`src/rtl/floo_vc_credit_scheduler.sv`:
```
// Round-robin credit scheduler: shares one link between NumVirtChannels VCs, one credit counter per VC.
// Latency: 1 cycle, valid_i/data_i to the registered valid_o/data_o/vc_id_o. Optional packet locking via FLOO_VC_SCHED_WORMHOLE_EN.
// Backpressure: ready_o is one-hot or zero and gated by credits; the link itself has none, so credits come back on credit_i.
module floo_vc_credit_scheduler #(
    parameter int unsigned  NumVirtChannels = 2,
    parameter int unsigned  NumCredits      = 4,
    parameter type          flit_t          = logic,
    parameter int unsigned  CntWidth        = $clog2(NumCredits + 1),
    localparam int unsigned VcIdWidth       = (NumVirtChannels > 1) ? $clog2(NumVirtChannels) : 1
) (
    input  logic                       clk_i,
    input  logic                       rst_ni,
    input  logic [NumVirtChannels-1:0] valid_i,
    output logic [NumVirtChannels-1:0] ready_o,
    input  flit_t                      data_i [NumVirtChannels],
    input  logic [NumVirtChannels-1:0] last_i,
    output logic                       valid_o,
    output flit_t                      data_o,
    output logic [VcIdWidth-1:0]       vc_id_o,
    input  logic [NumVirtChannels-1:0] credit_i,
    output logic                       credit_err_o
);

    typedef logic [CntWidth-1:0] cnt_t;
    localparam cnt_t MaxCredit = cnt_t'(NumCredits);

    cnt_t                       credit_q [NumVirtChannels];
    cnt_t                       credit_d [NumVirtChannels];
    logic [VcIdWidth-1:0]       ptr_q, ptr_d;
    logic                       valid_q;
    flit_t                      data_q;
    logic [VcIdWidth-1:0]       vc_q;
    logic                       err_q, err_d;

    logic [NumVirtChannels-1:0] eligible;
    logic [NumVirtChannels-1:0] grant;
    logic                       found;
    logic [VcIdWidth-1:0]       win;
    flit_t                      win_data;
    logic                       win_last;

`ifdef FLOO_VC_SCHED_WORMHOLE_EN
    logic                       lock_q, lock_d;
    logic [VcIdWidth-1:0]       lock_vc_q, lock_vc_d;
`else
    logic                       unused_last;
    assign unused_last = ^last_i;
`endif

    always_comb begin
        eligible = '0;
        for (int unsigned v = 0; v < NumVirtChannels; v++) begin
            eligible[v] = valid_i[v] && (credit_q[v] != '0);
`ifdef FLOO_VC_SCHED_WORMHOLE_EN
            // A packet in flight owns the link until its last flit leaves.
            if (lock_q && (VcIdWidth'(v) != lock_vc_q)) begin
                eligible[v] = 1'b0;
            end
`endif
        end
    end

    // First pass covers [ptr, N-1], second pass wraps around to [0, ptr-1].
    always_comb begin
        grant    = '0;
        found    = 1'b0;
        win      = '0;
        win_data = data_q;
        win_last = 1'b0;
        ptr_d    = ptr_q;
        for (int unsigned pass = 0; pass < 2; pass++) begin
            for (int unsigned v = 0; v < NumVirtChannels; v++) begin
                if (!found && eligible[v] && ((pass == 1) || (VcIdWidth'(v) >= ptr_q))) begin
                    found    = 1'b1;
                    grant[v] = 1'b1;
                    win      = VcIdWidth'(v);
                    win_data = data_i[v];
                    win_last = last_i[v];
                    ptr_d    = (v == NumVirtChannels - 1) ? '0 : VcIdWidth'(v + 1);
                end
            end
        end
    end

    always_comb begin
        credit_d = credit_q;
        err_d    = err_q;
        for (int unsigned v = 0; v < NumVirtChannels; v++) begin
            if (grant[v] && !credit_i[v]) begin
                credit_d[v] = credit_q[v] - 1'b1;
            end else if (!grant[v] && credit_i[v]) begin
                if (credit_q[v] == MaxCredit) begin
                    err_d = 1'b1;
                end else begin
                    credit_d[v] = credit_q[v] + 1'b1;
                end
            end
        end
    end

`ifdef FLOO_VC_SCHED_WORMHOLE_EN
    always_comb begin
        lock_d    = lock_q;
        lock_vc_d = lock_vc_q;
        if (found) begin
            lock_d    = !win_last;
            lock_vc_d = win;
        end
    end

    always_ff @(posedge clk_i or negedge rst_ni) begin
        if (!rst_ni) begin
            lock_q    <= 1'b0;
            lock_vc_q <= '0;
        end else begin
            lock_q    <= lock_d;
            lock_vc_q <= lock_vc_d;
        end
    end
`endif

    always_ff @(posedge clk_i or negedge rst_ni) begin
        if (!rst_ni) begin
            for (int unsigned v = 0; v < NumVirtChannels; v++) begin
                credit_q[v] <= MaxCredit;
            end
            ptr_q   <= '0;
            valid_q <= 1'b0;
            data_q  <= '0;
            vc_q    <= '0;
            err_q   <= 1'b0;
        end else begin
            credit_q <= credit_d;
            err_q    <= err_d;
            ptr_q    <= ptr_d;
            valid_q  <= found;
            if (found) begin
                data_q <= win_data;
                vc_q   <= win;
            end
        end
    end

    assign ready_o      = rst_ni ? grant : '0;
    assign valid_o      = valid_q;
    assign data_o       = data_q;
    assign vc_id_o      = vc_q;
    assign credit_err_o = err_q;

endmodule

```
`config.mk`:
```
export PLATFORM = sky130hd
export DESIGN_NAME = floo_vc_credit_scheduler
export DESIGN_NICKNAME = d
export VERILOG_FILES = /design/src/rtl/floo_vc_credit_scheduler.sv
export SDC_FILE = /design/constraint.sdc
export NUM_CORES = 1
export LEC_CHECK = 0
export ABC_AREA = 1
export CORE_MARGIN = 2
export CORE_UTILIZATION = 43
export CTS_CLUSTER_DIAMETER = 150
export DETAILED_ROUTE_END_ITERATION = 7
export PLACE_DENSITY = 0.69
export SLEW_MARGIN = 20
export SYNTH_ARGS = -nofsm -noshare
export SYNTH_HDL_FRONTEND = slang
export SYNTH_SLANG_ARGS = --single-unit
```
`constraint.sdc`:
```
create_clock -name clk_i -period 2.3 [get_ports clk_i]
set_input_delay 0.46 -clock clk_i [delete_from_list [all_inputs] [get_ports clk_i]]
set_output_delay 0.46 -clock clk_i [all_outputs]
set_load 0.05 [all_outputs]
```
==> metrics.yaml <==
grt:
  grt_pass1_wl_mm: 2.35
  grt_pass1_vias: 577
  overflow: 0
  gr-usage-all-layers: 0.163
  grt_start_max_net_pins: 12
  antenna_found_initial: 0
worst_setup_path:
  setup.worst_path.start_class: "input pin"
  critical_path.max_fanout: 3
  startpoint: "valid_i[1]"
  worstPathCellList: "clkdlybuf4s50_1 > inv_1 > a21oi_4 > nand2_2 > buf_4 > nor2_2 > buf_12"
  worstPathRequired_ns: 1.84
  crit_cells: 7
  crit_slowest_cell: "clkdlybuf4s50_1"
  reg2reg_from: "credit_q[2]"
  critical-path-max-stage-delay_ns: 0.52
  critical_path_buf_inv_count: 4
  end_kind: "output port"
  critical_path_class: "in -> out"
  ff2ff_setup_slack_ns: 0.34
  reg2reg_depth: 10
  crit_family: "buffers and inverters"
  critPathArrivalTime_ns: 1.69
routing:
  ant_nets: 0
  drt-total-wl_mm: 1.34
  wl_per_cell_um: 10.8
  drc: 0
  drt-initial-drc-count: 11
  via_per_inst: 5.03
  num_vias: 624
  drtPass1Iterations: 4
worst_hold_path:
  hp-start: "credit_err_o"
  hold_depth: 1
  hold_class: "reg -> reg"
timing:
  max_freq_mhz: 465
  whs_ns: 0.486
  rsz0062_at_grt: "no"
  setup_tns_ns: 0
  hold_viol_final: 0
  worstMarginPinSlew_ns: 0.491
  min_period_ns: 2.15
  report.final.slew_viol_count: 0
  setup_viol: 0
  fin_worst_skew_ns: 0.00163
  maxSlewHeadroom: 0.672
  period_share: 0.935
clock_tree:
  cts_resized: 0
  clkLatencyLatePin_ns: 0.27
  hold_buffers: 0
  clockRootBuffer: "clkbuf_4"
  clock_sinks: 11
  cts_buffers: 3
  cts_htree_levels: 1
  clkTransAtPathRegs_ns: 0.07
  cts_setup_buffers: 0
  cts_buffer_depth: 2
  cts_tree: "yes"
logic_synthesis:
  ys_types: 18
  netlist_area_sq_um: 716
  synth_largest_area_cell: "dfrtp_1"
  netlist.area_leader.share: 0.315
  ys_ff_latch: 11
  synth_warnings: 0
  synth_nets: 103
  synthCells: 87
  yosysSeqAreaShare: 0.388
  syn_avg_cell_area_sq_um: 8.23
  synth.area.top_cells: "dfrtp_1, nand2_1, inv_1"
floorplanning:
  start_util: 0.464
  dieArea_sq_um: 2010
  rows: 14
  io_pins: 16
  core_area_sq_um: 1540
  die_y_um: 44.8
  chipWidth_um: 44.8
power:
  p_clk_frac: 0.103
  seqPwrFrac: 0.296
  p_total_mw: 1.30
  internal_power_uw: 668
  combPwrFrac: 0.601
  peakVddDrop_uv: 692
  p_leak_nw: 0.475
  swShare: 0.485
  power_density_nw_per_um2: 1380
  p_sw_uw: 630
outcome:
  status: "finished, final reports clean"
finish:
  fin_util: 0.611
  antenna_cells: 0
  fin_cells: 124
  layout-drive-gt1-share: 0.259
  area.growth.synth_to_final_pct: 31.6
  layout.nets: 125
placed_design:
  place_congestion: 0.795
  post-dp-hpwl_mm: 1.07
  numPortBuffers: 13
  place_inst: 120
run:
  cap_violations: 0
## worst paths after layout
check,endpoint
max,ready_o[1]
min,credit_err_o
max reg2reg,credit_q[2]
min reg2reg,credit_err_o
max in group asynchronous,credit_q[5]
min in group asynchronous,ptr_q
## layout make-up
cell class,instances,area [sq um]
fillers,151,599
flip-flops and latches,11,278
repair buffers,17,180
multi-input cells,56,363
well taps,16,20.0
inverters,20,75.1
clock buffers,4,26.3
## placed cells by master (no fill, tap or decap)
| cell | count |
|---|---|
| a21oi_4 | 1 |
| buf_12 | 2 |
| buf_4 | 4 |
| clkbuf_1 | 1 |
| clkbuf_4 | 3 |
| clkdlybuf4s50_1 | 11 |
| dfrtp_1 | 9 |
| dfstp_2 | 2 |
| fa_1 | 2 |
| ha_1 | 4 |
| inv_1 | 15 |
| inv_2 | 5 |
| nand2_1 | 22 |
| nand2_2 | 5 |
| nand3_1 | 6 |
| nand3_2 | 2 |
| nand3b_1 | 1 |
| nand4_1 | 2 |
| nor2_2 | 3 |
| nor2_4 | 1 |
| o21ai_0 | 3 |
| o21ai_1 | 2 |
| xor2_1 | 2 |
## cell families after synthesis
logic type	Yosys count	synth area share
compound gates	6	0.0577
fa+ha+maj	6	0.126
buf+inv	20	0.105
simple gates	42	0.299
flops	11	0.388
xor+xnor	2	0.0245
## power groups by stage
stage / Combinational (mW) / Sequential [mW] / Clock [mW]
finish: 0.780 / 0.384 / 0.134
global route: 0.868 / 0.397 / 0.151
CTS: 0.789 / 0.384 / 0.137
detailed placement: 0.782 / 0.387 / 0
global placement: 0.765 / 0.384 / 0
floorplan: 0.442 / 0.493 / 0
## Yosys cell counts
library cell and instances:
fa_1 2, inv_2 5, nor2_2 3, inv_1 15, o21ai_1 2, nand4_1 2
nor2_4 1, a21oi_4 1, ha_1 4, dfstp_2 2, nand3_1 6, dfrtp_1 9
xor2_1 2, nand2_1 22, nand3b_1 1, o21ai_0 3, nand2_2 5, nand3_2 2
## per-layer routing
layer	track usage	share of wire	up-vias
met3	0.0360	0.061	4
met2	0.264	0.45	20
met4	0.0706	0.022	0
met5	0	0	-
met1	0.211	0.47	290
li1	-	-	310
## flip-flops by register name, indices dropped and copies added (netlist names)
name	count
valid_o	1
data_o	1
vc_id_o	1
credit_err_o	1
ptr_q	1
credit_q	6
## stage by stage
| step | cell area (sq um) | setup slack [ns] |
|---|---|---|
| 3_3_place_gp | 916 | 0.0614 |
| 4_1_cts | 942 | 0.138 |
| 5_1_grt | 942 | 0.0769 |
| 6_report | 942 | 0.149 |
| 3_5_place_dp | 916 | -0.0469 |
| 2_1_floorplan | 716 | 0.498 |
Power figures use the tool's default switching activity.
